[config.mk]
export PLATFORM = sky130hd
export DESIGN_NAME = victim_writeback_buffer
export DESIGN_NICKNAME = d
export VERILOG_FILES = /design/src/rtl/victim_writeback_buffer.sv
export SDC_FILE = /design/constraint.sdc
export NUM_CORES = 1
export LEC_CHECK = 0
export ABC_AREA = 1
export CAP_MARGIN = 15
export CORE_ASPECT_RATIO = 1.75
export CORE_MARGIN = 2
export CORE_UTILIZATION = 45
export CTS_CLUSTER_SIZE = 20
export DETAILED_ROUTE_END_ITERATION = 8
export GPL_ROUTABILITY_DRIVEN = 0
export PLACE_DENSITY = 0.81
export SLEW_MARGIN = 20
export SYNTH_ARGS = -nofsm -noshare
export SYNTH_HDL_FRONTEND = slang
export SYNTH_SLANG_ARGS = --single-unit
[constraint.sdc]
create_clock -name clk -period 3 [get_ports clk]
set_input_delay 0.6 -clock clk [delete_from_list [all_inputs] [get_ports clk]]
set_output_delay 0.6 -clock clk [all_outputs]
set_load 0.03 [all_outputs]
[src/rtl/victim_writeback_buffer.sv]
// Single-entry victim write-back buffer.
// Takes one dirty line from the cache in a single cycle. It drains the line
// to memory as an address phase, then a word-serial data burst, then a write
// response. While it holds the line it flags lookups that hit that line.
module victim_writeback_buffer #(
  parameter int LINE_WORDS = 4,
  parameter int ADDR_WIDTH = 32
) (
  input  logic                    clk,
  input  logic                    reset,
  // cache side
  input  logic                    in_valid,
  output logic                    in_ready,
  input  logic [ADDR_WIDTH-1:0]   in_addr,
  input  logic [32*LINE_WORDS-1:0] in_data,
  // memory write-address channel
  output logic                    aw_valid,
  input  logic                    aw_ready,
  output logic [ADDR_WIDTH-1:0]   aw_addr,
  // memory write-data channel
  output logic                    w_valid,
  input  logic                    w_ready,
  output logic [31:0]             w_data,
  output logic [3:0]              w_strb,
  output logic                    w_last,
  // memory write-response channel
  input  logic                    b_valid,
  output logic                    b_ready,
  // lookup snoop
  input  logic [ADDR_WIDTH-1:0]   lookup_addr,
  output logic                    lookup_conflict,
  output logic                    busy
);

  localparam int BW = $clog2(LINE_WORDS);
  // Byte-offset bits within a line; cleared on the latched address.
  localparam logic [ADDR_WIDTH-1:0] OFF_MASK = ADDR_WIDTH'(LINE_WORDS*4-1);
  localparam logic [BW-1:0] LAST_BEAT = BW'(LINE_WORDS-1);

  localparam logic [1:0] S_IDLE = 2'd0;
  localparam logic [1:0] S_ADDR = 2'd1;
  localparam logic [1:0] S_DATA = 2'd2;
  localparam logic [1:0] S_RESP = 2'd3;

  logic [1:0]              r_state;
  logic [BW-1:0]           r_beat;
  logic [ADDR_WIDTH-1:0]   r_addr;
  logic [32*LINE_WORDS-1:0] r_data;

  logic                    w_is_last;
  logic [31:0]             w_word;

  assign w_is_last = (r_beat == LAST_BEAT);
  assign w_word    = r_data[32*int'(r_beat) +: 32];

  // Handshake FSM: latch line in IDLE, then address, beats, response.
  always_ff @(posedge clk) begin
    if (reset) begin
      r_state <= S_IDLE;
      r_beat  <= '0;
      r_addr  <= '0;
      r_data  <= '0;
    end else begin
      case (r_state)
        S_IDLE: begin
          if (in_valid) begin
            r_addr  <= in_addr & ~OFF_MASK;
            r_data  <= in_data;
            r_beat  <= '0;
            r_state <= S_ADDR;
          end
        end
        S_ADDR: begin
          if (aw_ready) r_state <= S_DATA;
        end
        S_DATA: begin
          if (w_ready) begin
            // power-of-two line length, so the counter wraps naturally
            r_beat <= r_beat + 1'b1;
            if (w_is_last) r_state <= S_RESP;
          end
        end
        S_RESP: begin
          // response code is deliberately not examined
          if (b_valid) r_state <= S_IDLE;
        end
        default: r_state <= S_IDLE;
      endcase
    end
  end

  // Channel outputs decoded straight from the state register.
  always_comb begin
    in_ready = (r_state == S_IDLE);
    busy     = (r_state != S_IDLE);
    aw_valid = (r_state == S_ADDR);
    aw_addr  = r_addr;
    w_valid  = (r_state == S_DATA);
    w_data   = w_valid ? w_word : 32'h0;
    w_strb   = w_valid ? 4'hf : 4'h0;
    w_last   = w_valid && w_is_last;
    b_ready  = (r_state == S_RESP);
  end

  // Snoop compare on line address only; the offset bits are masked out.
  always_comb begin
    lookup_conflict = busy && ((lookup_addr & ~OFF_MASK) == r_addr);
  end

endmodule
# == After elaboration in Yosys (flattened, before gate mapping) ==
# Cells that the tools add are included.
# word_totals
out_inout_bits,75
mem_bits_rw,0
inputBits,198
regBits,160
mem_count,0
latchBits,0
romBits,0
# classes
bitwise,0
mux,11
n_lt_le_gt_ge,0
eq_ne,10
div_mod_pow,0
add_sub_neg,1
shifts,1
reduce_logical,8
mul,0
# op_table
op,n
$shiftx 128x8->32,1
$mux 32,1
$eq 28x28->1,1
$mux 2,7
$pmux 2 s4,1
$eq 2x2->1 const B,3
$ne 2x1->1 const B,3
$reduce_and 5->1,1
$mux 4,1
$ne 2x2->1 const B,2
$pmux 2 s2,1
$reduce_bool 2->1,2
$reduce_and 3->1,1
$add 2x1->2 const B,1
$eq 2x1->1 const B,1
$logic_and 1x1->1,2
$logic_not 2->1,1
$reduce_and 2->1,1

# == Logic depth before layout (Yosys ltp) ==
# Gate-level depths: netlist (run 1).
# logic_depth
word_depth,4
ltp_mapped,9
mapped_depth_nobuf,9

# == Least setup slack after synthesis (run 1) ==
# OpenSTA, ideal clock, no wires.
# synth_path
kind,register to output
startpoint,register r_state[0]
endpoint,output lookup_conflict
arrival_ns,1.844
path_stages_with_launch,10
path_slack_ns,0.556
path_cell_list,dfxtp_1 -> inv_1 -> ha_1 -> inv_1 -> nand2_1 -> nor2_1 -> nand2_1 -> nor2_1 -> nand2_1 -> nor2_1
# synth_between
elab_chain_cells,2
# synth_lines
element,line_no,rtl
"start, declared",45,logic [1:0] r_state;
"start signal, assigned",59,r_state <= S_IDLE;
"start signal, assigned",70,r_state <= S_ADDR;
"start signal, assigned",74,if (aw_ready) r_state <= S_DATA;
$reduce_bool 2->1,95,busy = (r_state != S_IDLE);
named net busy,32,output logic busy
$logic_and 1x1->1,107,lookup_conflict = busy && ((lookup_addr & ~OFF_MASK) == r_addr);
"end, declared",31,"output logic lookup_conflict,"
# The timed path passes the listed nets, and every way through them passes these cells.

# == Final worst setup path (run 1) ==
# layout_path
startpoint,register r_state[0]
endpoint,output w_data[25]
# layout_between
elab_chain_cells,2
# layout_lines
element,line_no,rtl
$eq 2x2->1,98,w_valid = (r_state == S_DATA);
$mux 32,99,w_data = w_valid ? w_word : 32'h0;
"end, declared",23,"output logic [31:0] w_data,"
# Every way passes these cells.

==> impl_metrics.env, run 1 <==
export IMPL_status="completed"
export IMPL_drc=0
export IMPL_stdcell_count=1527
export IMPL_cts_tree="built"
export IMPL_critPathTopFamily="buffers and inverters"
export IMPL_cp_required_ns=2.40
export IMPL_crit_buf_inv=3
export IMPL_die_height_um=173
export IMPL_drtIter0Drc=423
export IMPL_crit_type="reg -> out"
export IMPL_reg2reg_from="r_state[0]"
export IMPL_period_needed_ns=2.81
export IMPL_crit_path_start_kind="flip-flop"
export IMPL_synth_seq_area_share=0.435
export IMPL_skew_ns=0.0110
export IMPL_dieArea_um2=17500
export IMPL_synth_area_leader_cell="dfxtp_1"
export IMPL_yosysTopAreaCellShare=0.435
export IMPL_fin_nets=1524
export IMPL_yosysUniqueCellTypes=20
export IMPL_synth_compound_area_frac=0.191
export IMPL_yosys_warnings=0
export IMPL_met3_usage=0.0819
export IMPL_power_density_nw_per_um2=813
export IMPL_timing_max_cap_violations=0
export IMPL_ir_worst_vdd_mv=0.459
export IMPL_cts_num_sinks=160
export IMPL_core_um2=16000
export IMPL_grt_pass1_wl_mm=35.2
export IMPL_clkTransAtPathRegs_ns=0.07
export IMPL_post_cts_buffers=0
export IMPL_tns_ns=0
export IMPL_ctsHoldBuffers=0
export IMPL_routedWlPerCell_um=14.8
export IMPL_total_power_mw=8.49
export IMPL_grt_remaining_overflow=0
export IMPL_area_delta_synth_final_pct=41.8
export IMPL_synth_top_family_by_area="simple AND/OR/NAND/NOR gates"
export IMPL_syn_mean_instance_area_um2=6.63
export IMPL_grt_start_max_net_pins=176
export IMPL_power_leakage_nw=4.34
export IMPL_hold_path_endpoint="r_data[96]"
export IMPL_worst_slew_pin_slew_ns=0.675
export IMPL_fin_crit_sh=0.935
export IMPL_whs_ns=0.476
export IMPL_r2r_end="r_state[0]"
export IMPL_start_util=0.462
export IMPL_dp_cells=1490
export IMPL_grt_setup_unrepaired="no"
export IMPL_insertion_delay_ns=0.42
export IMPL_layout_drive_gt1_share=0.0623
export IMPL_die_w_um=101
export IMPL_end_kind="output port"
export IMPL_slowest_stage="ha_1"
export IMPL_dr_pass1_iters=5
export IMPL_grtUsageTotal=0.254
export IMPL_cts_buffers=17
export IMPL_synth_xor_area_frac=0.00238
export IMPL_num_vias=7685
export IMPL_crit_path_cell_trace="inv_1 -> ha_1 -> inv_2 -> a21oi_1 -> buf_4"
export IMPL_worst_path_max_fanout=33
export IMPL_fmax_mhz=356
export IMPL_timing_slew_headroom=0.550
export IMPL_antenna_found_initial=7
export IMPL_wirelength_mm=22.6
export IMPL_synthesis_area_um2=7370
export IMPL_slew_viol_final=0
export IMPL_reg2regPathDepth=7
export IMPL_core_rowCount=61
export IMPL_finalSetupViolations=0
export IMPL_synth_simple_gate_area_frac=0.264
export IMPL_synthCells=1111
export IMPL_grt_busiest_layer="met2"
export IMPL_io_buffer_count=260
export IMPL_worstHoldPathCells=2
export IMPL_dp_final_hpwl_mm=15.5
export IMPL_viasPerCell=5.03
export IMPL_fillers=1398
export IMPL_synthAdderAreaFrac=0.0102
export IMPL_arrival_ns=2.21
export IMPL_clockRootBuffer="clkbuf_16"
export IMPL_reg2reg_slack_ns=0.97
export IMPL_finalHoldViolCount=0
export IMPL_ant_nets=0
export IMPL_cpPeakStageDelay_ns=0.42
export IMPL_use_met2=0.449
export IMPL_netlist_top_cells_area="dfxtp_1 43%, nor2_1 22%, o21ai_0 13%"
export IMPL_io_pins=273
export IMPL_synth_mux_area_frac=0
export IMPL_hold_class="reg -> reg"
export IMPL_min_from="r_data[96]"
export IMPL_grt_met1_usage=0.277
export IMPL_cts_max_level=4
export IMPL_ys_ff_latch=160
export IMPL_clk_path_buf_depth=2
export IMPL_grt_pass1_vias=7129
[flip-flops by register name, indices dropped and copies added, names as in the netlist]
signal / count
r_state: 2
r_data: 128
aw_addr: 28
r_beat: 2
[worst min-delay path, cell delays in order (launching register included)]
cell     delay (ns)
dfxtp_1        0.32
nor2_1         0.04
nor2_1         0.08
[per-stage QoR]
step | utilization | instance area [um^2] | setup slack, ns
detailed placement | 0.617 | 9830 | 0.493
finish | 0.655 | 10400 | 0.194
global placement | 0.617 | 9830 | 0.512
global route | 0.655 | 10400 | 0.0284
CTS | 0.654 | 10400 | 0.153
floorplan | - | 7380 | 0.556
[area by class of cell]
| class | count | area, um^2 | area share |
|---|---|---|---|
| multi-input combinational | 811 | 3470 | 0.332 |
| sequential | 160 | 3200 | 0.307 |
| timing repair buffer | 270 | 2690 | 0.258 |
| clock buffer | 19 | 443 | 0.0424 |
| tap | 189 | 236 | 0.0226 |
| inverter | 60 | 234 | 0.0224 |
| clock inverter | 13 | 151 | 0.0145 |
| antenna | 5 | 12.5 | 0.00120 |
[metal layers]
metal	wire [um]	vias up
met5	27	-
met4	738	4
met3	1810	45
met2	11600	279
met1	8380	3431
li1	-	3926
[synthesized netlist by cell type]
cell type,count
inv_1,57
clkbuf_2,3
a21oi_1,53
nor2_1,436
conb_1,1
buf_4,23
buf_2,12
ha_1,6
clkbuf_4,2
inv_2,3
buf_6,8
o21ai_2,1
dfxtp_1,160
nand2_1,80
clkbuf_1,35
xnor2_1,2
nand3_1,1
o21ai_0,186
o21ai_1,41
nand2_2,1
[power breakdown]
group	total, mW	leakage, nW	switching, mW	internal [mW]
Clock	2.17	0.283	0.906	1.27
Combinational	3.25	2.74	1.98	1.27
Sequential	3.07	1.33	0.358	2.72
[layout by cell type (no fill, tap or decap), types with 17 or more instances in the layout]
cell,n
a21oi_1,53
buf_4,36
clkbuf_16,17
clkdlybuf4s50_1,226
dfxtp_1,159
inv_1,55
nand2_1,80
nor2_1,436
o21ai_0,186
o21ai_1,41
[cells by family (layout without fill, tap and decap cells)]
family                   Yosys count  count (layout)
AND/OR/NAND/NOR                  518             518
AO/OA/AOI/OAI                    281             281
flip-flops                       160             160
buffers and inverters            143             362
adder cells (fa/ha/maj)            6               6
XOR/XNOR                           2               2
other                              1               9
[worst max path at each step]
stage / slack (ns) / startpoint / to / cells after the start
detailed placement: 0.49 / lookup_addr[26] / lookup_conflict / 10
CTS: 0.15 / r_state[0] / w_data[25] / 5
global placement: 0.51 / lookup_addr[9] / lookup_conflict / 10
finish: 0.19 / r_state[0] / w_data[25] / 5
global route: 0.03 / r_state[0] / w_data[20] / 5
floorplan: 0.56 / r_state[0] / lookup_conflict / 9
[what timing repair did]
action,in CTS,in global routing
endpoints found under the setup margin,0,32
gates resized for setup,0,1
endpoints found under the hold margin,0,0
Power figures use the tool's default switching activity.
==> run 2, diff against run 1 <==
CELL_PAD_IN_SITES_DETAIL_PLACEMENT = 2   (was default)
CELL_PAD_IN_SITES_GLOBAL_PLACEMENT = 2   (was default)
CORE_UTILIZATION = 25   (was 45)
PLACE_DENSITY = default   (was 0.81)
PLACE_DENSITY_LB_ADDON = 0.1   (was default)
==> run 2 against run 1 <==
- cell count increased by 13%
- clock skew decreased by 0.00097 ns
- critical endpoint is now w_last
- hold slack improved by 0.00095 ns
- highest routed layer is now met4
- sequential cell count unchanged
- largest power group unchanged
- via count increased by 2.5%
- sequential power about the same
- clock power increased by 7%
- largest cell class unchanged
- non-clock buffer count increased by 7
- clock-buffer cell count increased by 3
- power increased by 3.8%
- worst setup slack got worse by 0.083 ns
==> impl_metrics.env, run 2 (same netlist as run 1, synthesis figures left out) <==
export IMPL_cts_max_level=4
export IMPL_regMostFlops="r_data"
export IMPL_power_leakage_nw=4.41
export IMPL_ctsHoldBuffers=0
export IMPL_dp_cells=1690
export IMPL_clockRootBuffer="clkbuf_16"
export IMPL_ant_nets=0
export IMPL_dr_pass1_iters=4
export IMPL_dieArea_um2=30900
export IMPL_layout_common_cells="436 x nor2_1, 227 x clkdlybuf4s50_1, 186 x o21ai_0, 158 x dfxtp_1, 80 x nand2_1"
export IMPL_power_density_nw_per_um2=817
export IMPL_finalSetupViolations=0
export IMPL_area_delta_synth_final_pct=46.5
export IMPL_antenna_found_initial=6
export IMPL_end_kind="output port"
export IMPL_fin_crit_sh=0.963
export IMPL_grt_pass1_vias=8664
export IMPL_tns_ns=0
export IMPL_timing_slew_headroom=0.435
export IMPL_layout_commonest_cell="nor2_1"
export IMPL_layout_drive_gt1_share=0.0664
export IMPL_io_buffer_count=260
export IMPL_num_vias=7876
export IMPL_wirelength_mm=29.4
export IMPL_hold_class="reg -> reg"
export IMPL_cts_buffers=17
export IMPL_stdcell_count=1727
export IMPL_grt_pass1_wl_mm=46.5
export IMPL_grt_remaining_overflow=0
export IMPL_crit_type="reg -> out"
export IMPL_reg2reg_slack_ns=1.08
export IMPL_die_height_um=231
export IMPL_arrival_ns=2.29
export IMPL_finalHoldViolCount=0
export IMPL_routedWlPerCell_um=17.0
export IMPL_dp_final_hpwl_mm=21.0
export IMPL_clk_path_buf_depth=2
export IMPL_grt_start_max_net_pins=115
export IMPL_largest_reg_flops=128
export IMPL_worst_path_max_fanout=34
export IMPL_cts_num_sinks=160
export IMPL_status="completed"
export IMPL_fin_nets=1531
export IMPL_period_needed_ns=2.89
export IMPL_drtIter0Drc=197
export IMPL_ir_worst_vdd_mv=0.447
export IMPL_viasPerCell=4.56
export IMPL_crit_path_start_kind="flip-flop"
export IMPL_die_w_um=134
export IMPL_clkTransAtPathRegs_ns=0.07
export IMPL_cts_tree="built"
export IMPL_skew_ns=0.0100
export IMPL_grtUsageTotal=0.194
export IMPL_timing_max_cap_violations=0
export IMPL_slew_viol_final=0
export IMPL_drc=0
export IMPL_core_um2=29200
export IMPL_worst_slew_pin_slew_ns=0.847
export IMPL_whs_ns=0.477
export IMPL_fmax_mhz=346
export IMPL_grt_setup_unrepaired="yes"
export IMPL_cp_required_ns=2.40
export IMPL_start_util=0.252
export IMPL_core_rowCount=83
export IMPL_fillers=3489
export IMPL_io_pins=273
export IMPL_insertion_delay_ns=0.45
==> run 2: changes by cell type in the layout (fill, tap and decap cells not counted), sizes merged <==
cell | before | now
bufinv | 2 | 3
clkinv | 3 | 7
clkdlybuf4s50 | 226 | 227
clkbuf | 19 | 22
clkinvlp | 4 | 0
buf | 44 | 50
inv | 64 | 60
==> run 2: path summary, 6_finish.rpt <==
| kind | from | to | depth (start not counted) |
|---|---|---|---|
| worst max-delay path | r_beat[1] | w_last | 5 |
| worst min-delay path | r_data[126] | r_data[126] | 2 |
| worst max register to register | r_state[0] | r_state[0] | 7 |
| worst min register to register | r_data[126] | r_data[126] | 2 |
==> run 2: per-layer routing <==
layer  vias up  track usage  routed length, um
li1       3933            -                  -
met1      3734        0.203              11400
met2       179        0.361              15700
met3        30       0.0562               1690
met4         0       0.0705                603
met5         -            0                  0
==> run 2: critical path: stages, from the launching register on <==
cell and delay (ns):
dfxtp_2 0.32, buf_4 0.40, ha_1 0.27, nand2_1 0.08, inv_1 0.09, clkdlybuf4s50_1 0.68
==> run 2: layout make-up <==
cell class | instances | area (um^2) | area share
Tap cell | 382 | 478 | 0.0443
Antenna cell | 5 | 12.5 | 0.00116
Clock buffer | 22 | 484 | 0.0449
Inverter | 60 | 233 | 0.0216
Multi-Input combinational cell | 811 | 3470 | 0.322
Sequential cell | 160 | 3210 | 0.297
Timing Repair Buffer | 277 | 2770 | 0.257
Clock inverter | 10 | 133 | 0.0123
==> run 2: stage by stage <==
step / worst slack [ns] / util / area [um^2] / power [mW]
2_1_floorplan: 0.556 / - / 7380 / 5.31
3_3_place_gp: 0.354 / 0.348 / 10200 / 6.49
3_5_place_dp: 0.351 / 0.348 / 10200 / 6.62
4_1_cts: 0.0144 / 0.369 / 10800 / 9.00
5_1_grt: -0.0332 / 0.370 / 10800 / 9.52
6_report: 0.111 / 0.370 / 10800 / 8.82
==> run 2: power by group <==
group	internal, mW	switching [mW]
Sequential	2.72	0.339
Clock	1.39	0.933
Combinational	1.30	2.13
==> run 2: what timing repair did <==
| action | 4_1_cts | 5_1_grt |
|---|---|---|
| setup buffers | 0 | 0 |
| gates resized for setup | 1 | 0 |
| hold endpoints to repair | 0 | 0 |
| setup endpoints to repair | 3 | 6 |
==> run 3, diff against run 2 <==
--- a/config.mk
+++ b/config.mk
@@ -18,2 +18,3 @@
 export PLACE_DENSITY_LB_ADDON = 0.1
+export RECOVER_POWER = 50
 export SLEW_MARGIN = 20
--- a/constraint.sdc
+++ b/constraint.sdc
@@ -3,2 +3,2 @@
 set_output_delay 0.6 -clock clk [all_outputs]
-set_load 0.03 [all_outputs]
+set_load 0.01 [all_outputs]
==> run 3 against run 2 <==
- sequential cell count did not move
- clock skew grew 0.0016 ns
- sequential power about the same
- combinational power shrank 9.3%
- die area is the same
- sequential share of layout area decreased by 0.15 points
- global-route usage hardly changed
- critical endpoint is now w_data[0]
- worst setup slack improved by 0.030 ns
- non-clock buffer count increased by 5
- wire length is 0.65% higher
- core utilization up 0.24 points
==> impl_metrics.env, run 3 (same netlist as run 1, synthesis figures left out) <==
export IMPL_core_um2=29200
export IMPL_fillers=3487
export IMPL_die_height_um=231
export IMPL_crit_path_start_kind="flip-flop"
export IMPL_clk_path_buf_depth=2
export IMPL_cts_buffers=17
export IMPL_finalSetupViolations=0
export IMPL_ir_worst_vdd_mv=0.408
export IMPL_clkTransAtPathRegs_ns=0.07
export IMPL_critPathTopFamily="buffers and inverters"
export IMPL_reg2reg_from="r_state[1]"
export IMPL_grt_start_max_net_pins=93
export IMPL_drc=0
export IMPL_timing_slew_headroom=0.222
export IMPL_antenna_found_initial=5
export IMPL_wirelength_mm=29.6
export IMPL_hold_path_endpoint="r_data[122]"
export IMPL_slowest_stage="clkdlybuf4s50_1"
export IMPL_viasPerCell=4.62
export IMPL_fin_crit_sh=0.953
export IMPL_crit_type="reg -> out"
export IMPL_timing_max_cap_violations=0
export IMPL_dieArea_um2=30900
export IMPL_worst_path_max_fanout=20
export IMPL_ant_nets=0
export IMPL_grt_pass1_wl_mm=46.3
export IMPL_core_rowCount=83
export IMPL_grt_setup_unrepaired="no"
export IMPL_crit_path_cell_trace="inv_1 -> ha_1 -> inv_4 -> buf_4 -> a21oi_1 -> clkdlybuf4s50_1"
export IMPL_fin_nets=1536
export IMPL_cp_required_ns=2.40
export IMPL_cts_max_level=4
export IMPL_status="completed"
export IMPL_cts_tree="built"
export IMPL_finalHoldViolCount=0
export IMPL_ctsHoldBuffers=0
export IMPL_routedWlPerCell_um=17.1
export IMPL_area_delta_synth_final_pct=47.4
export IMPL_worstHoldPathCells=2
export IMPL_power_leakage_nw=4.40
export IMPL_insertion_delay_ns=0.44
export IMPL_r2r_end="r_data[7]"
export IMPL_grt_pass1_vias=8627
export IMPL_grt_remaining_overflow=0
export IMPL_design_area_um2=10900
export IMPL_regMostFlops="r_data"
export IMPL_skew_ns=0.0116
export IMPL_min_from="r_data[122]"
export IMPL_drtIter0Drc=248
export IMPL_cpPeakStageDelay_ns=0.52
export IMPL_hold_class="reg -> reg"
export IMPL_die_w_um=134
export IMPL_largest_reg_flops=128
export IMPL_power_density_nw_per_um2=780
export IMPL_layout_common_cells="436 x nor2_1, 231 x clkdlybuf4s50_1, 192 x o21ai_0, 156 x dfxtp_1, 80 x nand2_1"
export IMPL_io_buffer_count=260
export IMPL_dp_final_hpwl_mm=21.2
export IMPL_layout_drive_gt1_share=0.0461
export IMPL_num_vias=8002
export IMPL_period_needed_ns=2.86
export IMPL_io_pins=273
export IMPL_reg2reg_slack_ns=1.00
export IMPL_arrival_ns=2.26
export IMPL_dr_pass1_iters=4
export IMPL_slew_viol_final=0
export IMPL_multi_input_area_um2=3470
export IMPL_worst_slew_pin_slew_ns=1.16
export IMPL_start_util=0.252
export IMPL_crit_buf_inv=4
export IMPL_reg2regPathDepth=7
export IMPL_grtUsageTotal=0.194
export IMPL_fin_util=0.372
export IMPL_seq_area_um2=3210
export IMPL_layout_commonest_cell="nor2_1"
export IMPL_cts_num_sinks=160
export IMPL_clockRootBuffer="clkbuf_16"
export IMPL_end_kind="output port"
export IMPL_placed_cell_area_um2=10200
export IMPL_fmax_mhz=350
## run 3: changes by cell type in the layout (fill, tap and decap cells not counted), sizes merged, moves of 2 or more
cell / delta
dlygate4sd3: +28
clkinvlp: +5
clkdlybuf4s50: +4
inv: -2
buf: -30
clkinv: -2
## run 3: final cells by class
type | count | share of cell area
diodes | 4 | 0.000922
clock inverters | 11 | 0.0127
inverters | 60 | 0.0217
well taps | 382 | 0.0440
flip-flops and latches | 160 | 0.296
multi-input cells | 811 | 0.320
clock buffers | 21 | 0.0424
repair buffers | 282 | 0.263
## run 3: power by group
part           switching [mW]  internal, mW  total (mW)
sequential              0.361          2.72        3.08
clock                   0.927          1.35        2.27
combinational            1.80          1.32        3.11
## run 3: timing repair
item	CTS	global route
hold endpoints to repair	0	0
setup buffers	2	0
resized for setup	7	1
endpoints found under the setup margin	29	1
## run 3: through the flow
stage / power (mW) / setup slack [ns] / std cells / setup TNS [ns] / hold slack [ns]
2_1_floorplan: 4.97 / 1.05 / 1114 / 0 / 0.449
3_3_place_gp: 6.22 / 0.0133 / 1693 / 0 / 0.456
3_5_place_dp: 6.35 / -0.0244 / 1693 / -0.0244 / 0.472
4_1_cts: 8.70 / 0.0328 / 1727 / 0 / 0.487
5_1_grt: 9.16 / 0.0195 / 1729 / 0 / 0.510
6_report: 8.47 / 0.141 / 1731 / 0 / 0.480
## run 3: worst max-delay path by stage
stage	start	endpoint	slack [ns]	depth (start not counted)
after detailed placement	lookup_addr[15]	lookup_conflict	-0.02	11
after CTS	r_beat[0]	w_data[1]	0.03	5
after global routing	r_state[0]	w_data[0]	0.02	6
after floorplan	r_state[0]	lookup_conflict	1.05	9
final	r_state[0]	w_data[0]	0.14	6
after global placement	lookup_addr[9]	lookup_conflict	0.01	10
## run 3: tightest hold or removal path: stages, from the launching register on
cell,delay [ns]
dfxtp_1,0.32
nor2_1,0.05
nor2_1,0.08
## run 3: routing by layer
metal,global-route usage,vias up,part of all wire
li1,-,3943,-
met1,0.203,3850,0.38
met2,0.369,178,0.55
met3,0.0499,29,0.054
met4,0.0662,2,0.018
met5,0,-,0.00044
